## config.mk

```make
export PLATFORM = sky130hd
export DESIGN_NAME = imem_loader
export DESIGN_NICKNAME = d
export VERILOG_FILES = /design/src/rtl/imem_loader_pkg.sv /design/src/rtl/imem_word_assembler.sv /design/src/rtl/imem_loader.sv
export SDC_FILE = /design/constraint.sdc
export NUM_CORES = 1
export LEC_CHECK = 0
export ABC_CLOCK_PERIOD_IN_PS = 3000
export CORE_MARGIN = 2
export CORE_UTILIZATION = 40
export CTS_BUF_LIST = sky130_fd_sc_hd__clkbuf_4
export DETAILED_ROUTE_END_ITERATION = 10
export GPL_TIMING_DRIVEN = 0
export PLACE_DENSITY_LB_ADDON = 0.25
export SETUP_SLACK_MARGIN = 0.1
export SLEW_MARGIN = 20
export SYNTH_ARGS = -nofsm -noshare
export SYNTH_HDL_FRONTEND = slang
export SYNTH_SLANG_ARGS = --single-unit
export TNS_END_PERCENT = 1
```

## constraint.sdc

```tcl
create_clock -name clk -period 3 [get_ports clk]
set_input_delay 0.6 -clock clk [delete_from_list [all_inputs] [get_ports clk]]
set_output_delay 0.6 -clock clk [all_outputs]
set_load 0.01 [all_outputs]
```

## src/rtl/imem_loader_pkg.sv

```systemverilog
// Shared types and constants for the instruction-memory loader:
// FSM states, header layout and the per-state status flags.
package imem_loader_pkg;

    localparam int LEN_W     = 16;
    localparam int HDR_BYTES = 2;

    typedef enum logic [2:0] {
        IDLE,
        LEN_LO,
        LEN_HI,
        DATA,
        CHECK,
        DONE,
        ERROR
    } state_t;

    typedef struct packed {
        logic ready;
        logic busy;
        logic done;
        logic error;
        logic core_run;
    } status_t;

    // Status outputs are a pure function of the state being entered, so they
    // can be registered together with the state itself.
    function automatic status_t state_status(state_t s);
        status_t st;
        st = '0;
        case (s)
            LEN_LO, LEN_HI, DATA, CHECK: begin
                st.ready = 1'b1;
                st.busy  = 1'b1;
            end
            DONE: begin
                st.done     = 1'b1;
                st.core_run = 1'b1;
            end
            ERROR:   st.error = 1'b1;
            default: st = '0;
        endcase
        return st;
    endfunction

endpackage

```

## src/rtl/imem_word_assembler.sv

```systemverilog
// Packs accepted payload bytes little-endian into 32-bit words and pulses
// word_valid for one cycle after the fourth byte of each word.
module imem_word_assembler
(
    input  logic        clk,
    input  logic        rst_n,
    input  logic        clear,
    input  logic        byte_en,
    input  logic [7:0]  byte_in,
    output logic        word_last,
    output logic        word_valid,
    output logic [31:0] word
);

    logic [1:0]  idx;
    logic [23:0] partial;

    // Lets the parent see, in the same cycle, that this byte closes a word.
    assign word_last = (idx == 2'd3);

    always_ff @(posedge clk or negedge rst_n) begin
        if (!rst_n) begin
            idx        <= 2'd0;
            partial    <= 24'd0;
            word_valid <= 1'b0;
            word       <= 32'd0;
        end else begin
            word_valid <= 1'b0;
            if (clear) begin
                idx <= 2'd0;
            end else if (byte_en) begin
                unique case (idx)
                    2'd0: partial[7:0]   <= byte_in;
                    2'd1: partial[15:8]  <= byte_in;
                    2'd2: partial[23:16] <= byte_in;
                    default: begin
                        word       <= {byte_in, partial};
                        word_valid <= 1'b1;
                    end
                endcase
                idx <= idx + 2'd1;
            end
        end
    end

endmodule

```

## src/rtl/imem_loader.sv

```systemverilog
// Byte-stream program loader: parses a length header, writes the payload
// into instruction memory word by word and validates a trailing checksum.
module imem_loader
    import imem_loader_pkg::*;
#(
    parameter int DEPTH = 1024
)
(
    input  logic        clk,
    input  logic        rst_n,
    input  logic        load_start,
    input  logic        byte_valid,
    input  logic [7:0]  byte_data,
    output logic        byte_ready,
    output logic        imem_we,
    output logic [31:0] imem_waddr,
    output logic [31:0] imem_wdata,
    output logic        core_rst_n,
    output logic        busy,
    output logic        load_done,
    output logic        load_error
);

    localparam int                LEN_HI_LSB = 8 * (HDR_BYTES - 1);
    localparam logic [LEN_W:0]    DEPTH_L    = (LEN_W + 1)'(DEPTH);

    state_t             state;
    status_t            status;
    logic [LEN_W-1:0]   len;
    logic [LEN_W-1:0]   word_idx;
    logic [7:0]         sum;
    logic               accept;
    logic               arm;
    logic               word_last;
    logic [LEN_W-1:0]   hdr_len;

    assign accept     = byte_valid && status.ready;
    assign arm        = load_start && (state == IDLE || state == DONE || state == ERROR);
    assign hdr_len    = {byte_data, len[7:0]};

    assign byte_ready = status.ready;
    assign busy       = status.busy;
    assign load_done  = status.done;
    assign load_error = status.error;
    assign core_rst_n = status.core_run;

    imem_word_assembler u_asm (
        .clk        (clk),
        .rst_n      (rst_n),
        .clear      (arm),
        .byte_en    (accept && state == DATA),
        .byte_in    (byte_data),
        .word_last  (word_last),
        .word_valid (imem_we),
        .word       (imem_wdata)
    );

    // The address is latched on the byte that completes a word, so it lines
    // up with the assembler's one-cycle-later write strobe and then holds.
    always_ff @(posedge clk or negedge rst_n) begin
        if (!rst_n) begin
            state      <= IDLE;
            status     <= state_status(IDLE);
            len        <= '0;
            word_idx   <= '0;
            sum        <= 8'd0;
            imem_waddr <= 32'd0;
        end else begin
            case (state)
                IDLE, DONE, ERROR: begin
                    if (load_start) begin
                        state    <= LEN_LO;
                        status   <= state_status(LEN_LO);
                        sum      <= 8'd0;
                        word_idx <= '0;
                    end
                end
                LEN_LO: begin
                    if (accept) begin
                        len[7:0] <= byte_data;
                        sum      <= sum + byte_data;
                        state    <= LEN_HI;
                        status   <= state_status(LEN_HI);
                    end
                end
                LEN_HI: begin
                    if (accept) begin
                        len[LEN_HI_LSB +: 8] <= byte_data;
                        sum                  <= sum + byte_data;
                        if ({1'b0, hdr_len} > DEPTH_L) begin
                            state  <= ERROR;
                            status <= state_status(ERROR);
                        end else if (hdr_len == '0) begin
                            state  <= CHECK;
                            status <= state_status(CHECK);
                        end else begin
                            state  <= DATA;
                            status <= state_status(DATA);
                        end
                    end
                end
                DATA: begin
                    if (accept) begin
                        sum <= sum + byte_data;
                        if (word_last) begin
                            imem_waddr <= {{(30 - LEN_W){1'b0}}, word_idx, 2'b00};
                            word_idx   <= word_idx + LEN_W'(1);
                            if (word_idx == len - LEN_W'(1)) begin
                                state  <= CHECK;
                                status <= state_status(CHECK);
                            end
                        end
                    end
                end
                CHECK: begin
                    if (accept) begin
                        if (byte_data == sum) begin
                            state  <= DONE;
                            status <= state_status(DONE);
                        end else begin
                            state  <= ERROR;
                            status <= state_status(ERROR);
                        end
                    end
                end
                default: begin
                    state  <= IDLE;
                    status <= state_status(IDLE);
                end
            endcase
        end
    end

endmodule

```

# After elaboration in Yosys (flattened, before gate mapping)
# Index checks and enable logic that the tools add are counted.
# totals
word_cells	100
out_inout_bits	70
reg_bits	123
in_bits	12
# op_classes
n_eq_ne	19
n_reduce_logical	24
addsub	4
bitwise	2
magnitude_cmp	1
muxes	33
# ops
op	n
$mux W16	3
$mux W5	8
$pmux W16 S2	1
$mux W3	10
$pmux W5 S5	1
$reduce_and A3 Y1	6
$add A16 B1 Y16 const B	1
$eq A16 B16 Y1	1
$gt A16 B11 Y1 const B	1
$logic_not A16 Y1	1
$mux W8	2
$pmux W8 S2	1
$sub A16 B1 Y16 const B	1
$pmux W3 S5	1
$ne A2 B2 Y1 const B	5
$eq A3 B3 Y1 const B	3
$reduce_or A3 Y1	3
$add A8 B8 Y8	1
$eq A8 B8 Y1	1
$reduce_and A7 Y1	1
$eq A3 B2 Y1 const B	2
$mux W2	3
$ne A2 B1 Y1 const B	3
$reduce_bool A2 Y1	3
other kinds (12)	20

# Longest topological paths before layout
# depth
ltp_word	6
mapped_depth	10
mapped_depth_nobuf	10

# Cells and area by module
# From an unflattened synthesis, not the netlist that was laid out.
# hier_totals
cells_unflattened	527
hier_area_um2	6219.7
# modules_own_cells
mod	seq_area_each_um2	area_each_um2	cells_each	n_inst
imem_loader	1551.5	3808.7	392	1
imem_word_assembler	1476.4	2411.1	135	1

# Worst setup path after synthesis
# Ideal clock, no wire load.
# synth_timing
kind	flip-flop to flip-flop
start	reg len[3]
end	reg status, in the netlist load_done
arrival_ns	2.373
slack_ns	0.501
path_buffers	1
setup_ns	0.126
stages_incl_launch_ff	9
synth_period_minus_slack_ns	2.499
required_ns	2.874
cell_sequence	dfrtp_1 -> buf_6 -> nor4_4 -> nand2_1 -> xnor2_1 -> a2111o_1 -> nor4_4 -> nand3_2 -> a311o_1
# synth_between
elab_chain_cells	4
# synth_rtl
element	line_no	rtl
start: declaration	imem_loader.sv:29	logic [LEN_W-1:0] len;
start signal: assignment	imem_loader.sv:80	len[7:0] <= byte_data;
start signal: indexed assignment	imem_loader.sv:88	len[LEN_HI_LSB +: 8] <= byte_data;
$sub A16 B1 Y16	imem_loader.sv:108	if (word_idx == len - LEN_W'(1)) begin
$eq A16 B16 Y1	imem_loader.sv:108	
$ne A2 B1 Y1 (no source line)	-	
$reduce_and A7 Y1 (no source line)	-	
end signal: assignment	imem_loader.sv:110	status <= state_status(CHECK);
end signal: assignment	imem_loader.sv:119	status <= state_status(DONE);
end signal: assignment	imem_loader.sv:122	status <= state_status(ERROR);
end: declaration	imem_loader.sv:28	status_t status;
# Every way passes these cells.
# A chain may end at the register's enable or synchronous reset.

# Worst setup path in the final report
# layout_timing
start	reg len[2]
end	reg status, in the netlist load_done
# The elaborated chain is that of the path after synthesis.

==> metrics <==
Worst R2R Setup Slack 0.29 ns; clock root buffer clkbuf_4; final wirelength 13010 um; final count of hold timing violations 0; max cap viols 0; largest net degree at the start of global routing 65; Reg2Reg Capture Point load_done$_DFFE_PN0P_; pwr dens 820.3 nW/um2; CTS tree built; Max Root-Sink Buffers 2; Initial Util 41.28%; ANT nets after route 0; Post-synth EDFFs 0; dpl cells 794; Final Skew 0.01373 ns; Reg2Reg Depth 8; worst stage delay on the critical path 0.48 ns; post-CTS sizing 0; CTS Sinks 121; Reg-to-Reg Start len[2]$_DFFE_PN0P_; Fmax 0.3687 GHz; met2 WL 6032 um; dpl cell area 7010 um2; status complete, no violations; FF+latch count, synth 121; Die W 126.9 um; final core utilization 50.15%; via count of the routed design 4301; worst-path fanout max 6; Slew HR 52.59%; synthesized area 6045 um2; post-synthesis sequential area ratio 50.09%; gr ovfl total 0; nets 658; # setup viols final 0; final worst path period share 90.41%; Synth top area share 50.09%; H-tree depth 4; Max Used Layer met4; count of pins over their slew limit 0; TritonRoute pass-1 iters 4; top post-synthesis cells by area dfrtp_1, mux2_2, ha_1; layout overhead on the synthesized area 21.49%; Cells after Synth 529; worst vdd ir 362.2 uV; post-DP HPWL 9309 um; Ys Warns 0; Unique masters post-synth 66; Global Route Usage Sum 17.17%; count leader, synth dfrtp_1; Design Area, Final 7343 um2; Slew @ Worst Pin 0.7072 ns; layout cell share with drive strength beyond 1 23.17%; RSZ-0062 raised after global routing no; static leakage 3.384 nW; die area 16110 um2; CP required 3.43 ns; Iter 0 DRT Violations 211; IO Pins 82; asr flop ratio synth 100.0%; Hold Path Class in2async; DR WL met3 590 um; core region area 14640 um2; initial antenna violation count 1; Die Y 126.9 um; WS Path Type reg2reg; post-route DRC violation count 0; post-route insts no fill 828; critical path cell sequence nor4_4 > buf_4 > nand3_1 > and2_1 > or4_4 > o211ai_2 > nand3_2 > a311o_1; Avg Synthesized Cell Area 11.43 um2; clock transition at the registers of the reported paths 0.10 ns; Yosys top cell by area dfrtp_1; vias in the first global route 4196; IO buf count 65; synth cell count leaders dfrtp_1, mux2_2, nand2_1; Num CTS Buffers 17; CP max stage cell or4_4; Setup crit start kind flop; Setup crit end kind flop; GP Congestion 0.8889; Metal-1 WL 6180 um; CP Data Arrival Time 3.14 ns; first-pass GRT wire length 21700 um; post-route minimum period 2.712 ns; vias per cell 5.194; worst skew pair latency 0.54 ns; WL/cell 15.72 um; FP Rows 44; Synth Flop Type dfrtp_1
power by group:
part	switching, W	internal, W	total (W)
Combinational	0.00114	0.00116	0.00230
Sequential	0.000361	0.00210	0.00246
Clock	0.000584	0.000685	0.00127
Total	0.00208	0.00394	0.00602
how the worst max path moves through the flow:
stage	cells after the start	endpoint	from
after floorplan	8	load_done$_DFFE_PN0P_	len[3]$_DFFE_PN0P_
final	8	load_done$_DFFE_PN0P_	len[2]$_DFFE_PN0P_
after detailed placement	9	sum[7]$_DFFE_PN0P_	byte_data[0]
after global routing	7	load_done$_DFFE_PN0P_	len[2]$_DFFE_PN0P_
after global placement	1	word_idx[1]$_DFFE_PN0P_	rst_n
after CTS	8	load_done$_DFFE_PN0P_	len[3]$_DFFE_PN0P_
timing repair:
item,4_1_cts,5_1_grt
buffers inserted,0,1
endpoints found under the hold margin,0,0
setup endpoints to repair,0,4
hold buffers,0,0
cell families (layout without fill, tap and decap cells):
kind of cell | count (synthesis) | after routing | synth area share, %
simple gates | 142 | 142 | 12.61
flops | 121 | 121 | 50.09
mux | 85 | 85 | 15.71
compound gates | 76 | 76 | 8.446
buf+inv | 54 | 153 | 4.719
xor+xnor | 34 | 34 | 4.927
fa+ha+maj | 16 | 16 | 3.436
other cells | 1 | 17 | 0.06204
state kept, by name, summed over array words and instances, names as in the netlist, 2 cells and up:
register       cells
u_asm.partial     24
len               16
u_asm.idx          2
imem_waddr        16
state              3
u_asm.word        32
word_idx          16
sum                8
worst max-delay path: cells and delay by family (launching register included):
family / cells / cell delay (ns)
compound gates: 2 / 0.51
buf+inv: 1 / 0.21
flops: 1 / 0.47
simple gates: 5 / 1.41
cells in the final DEF, fill, tap and decap left out, types with 3 or more instances in the layout:
| master | n |
|---|---|
| ha_1 | 15 |
| nor3_1 | 10 |
| bufinv_16 | 4 |
| or3_1 | 6 |
| clkinv_1 | 4 |
| clkbuf_4 | 21 |
| nand4_1 | 5 |
| o21ai_0 | 21 |
| clkdlybuf4s50_1 | 64 |
| dfrtp_1 | 121 |
| conb_1 | 16 |
| inv_1 | 15 |
| o22ai_1 | 8 |
| o31ai_1 | 3 |
| buf_1 | 3 |
| nand2b_1 | 3 |
| a21oi_1 | 14 |
| mux2i_1 | 6 |
| and3_1 | 4 |
| nand3_1 | 7 |
| nor3b_1 | 5 |
| a31oi_1 | 3 |
| xnor2_1 | 14 |
| buf_6 | 3 |
| a21o_1 | 3 |
| buf_4 | 19 |
| mux2_2 | 79 |
| nor2b_1 | 5 |
| and2_1 | 4 |
| clkbuf_1 | 16 |
| nor2_1 | 32 |
| xor2_1 | 20 |
| nor4_1 | 4 |
| nand2_1 | 38 |
layer usage:
| layer | up-vias | global-route usage (%) |
|---|---|---|
| li1 | 2058 | - |
| met5 | - | 0 |
| met1 | 2113 | 23.70 |
| met2 | 109 | 26.31 |
| met4 | 0 | 5.947 |
| met3 | 21 | 4.555 |
metrics by stage:
stage,worst slack [ns],hold slack [ns],power (W),TNS (ns)
final,0.2876,0.03770,0.006024,0
after global routing,0.1951,0.02294,0.006462,0
after CTS,0.1122,0.02275,0.006041,0
after detailed placement,-0.1726,0.4717,0.004760,-1.751
after global placement,-3.311,0.4610,0.004666,-400.95
after floorplan,0.5009,0.3044,0.004002,0
cell type report:
cell class	count	area (um2)
inverter	15	56.30
tap	184	230.2
timing repair buffer	67	686.9
clock inverter	11	152.6
clock buffer	21	157.7
sequential	121	3028
antenna	1	2.502
buffer	39	229.0
fill	1330	7301
multi-input combinational	369	2800
Note: power is estimated with default switching activity, not from simulation.
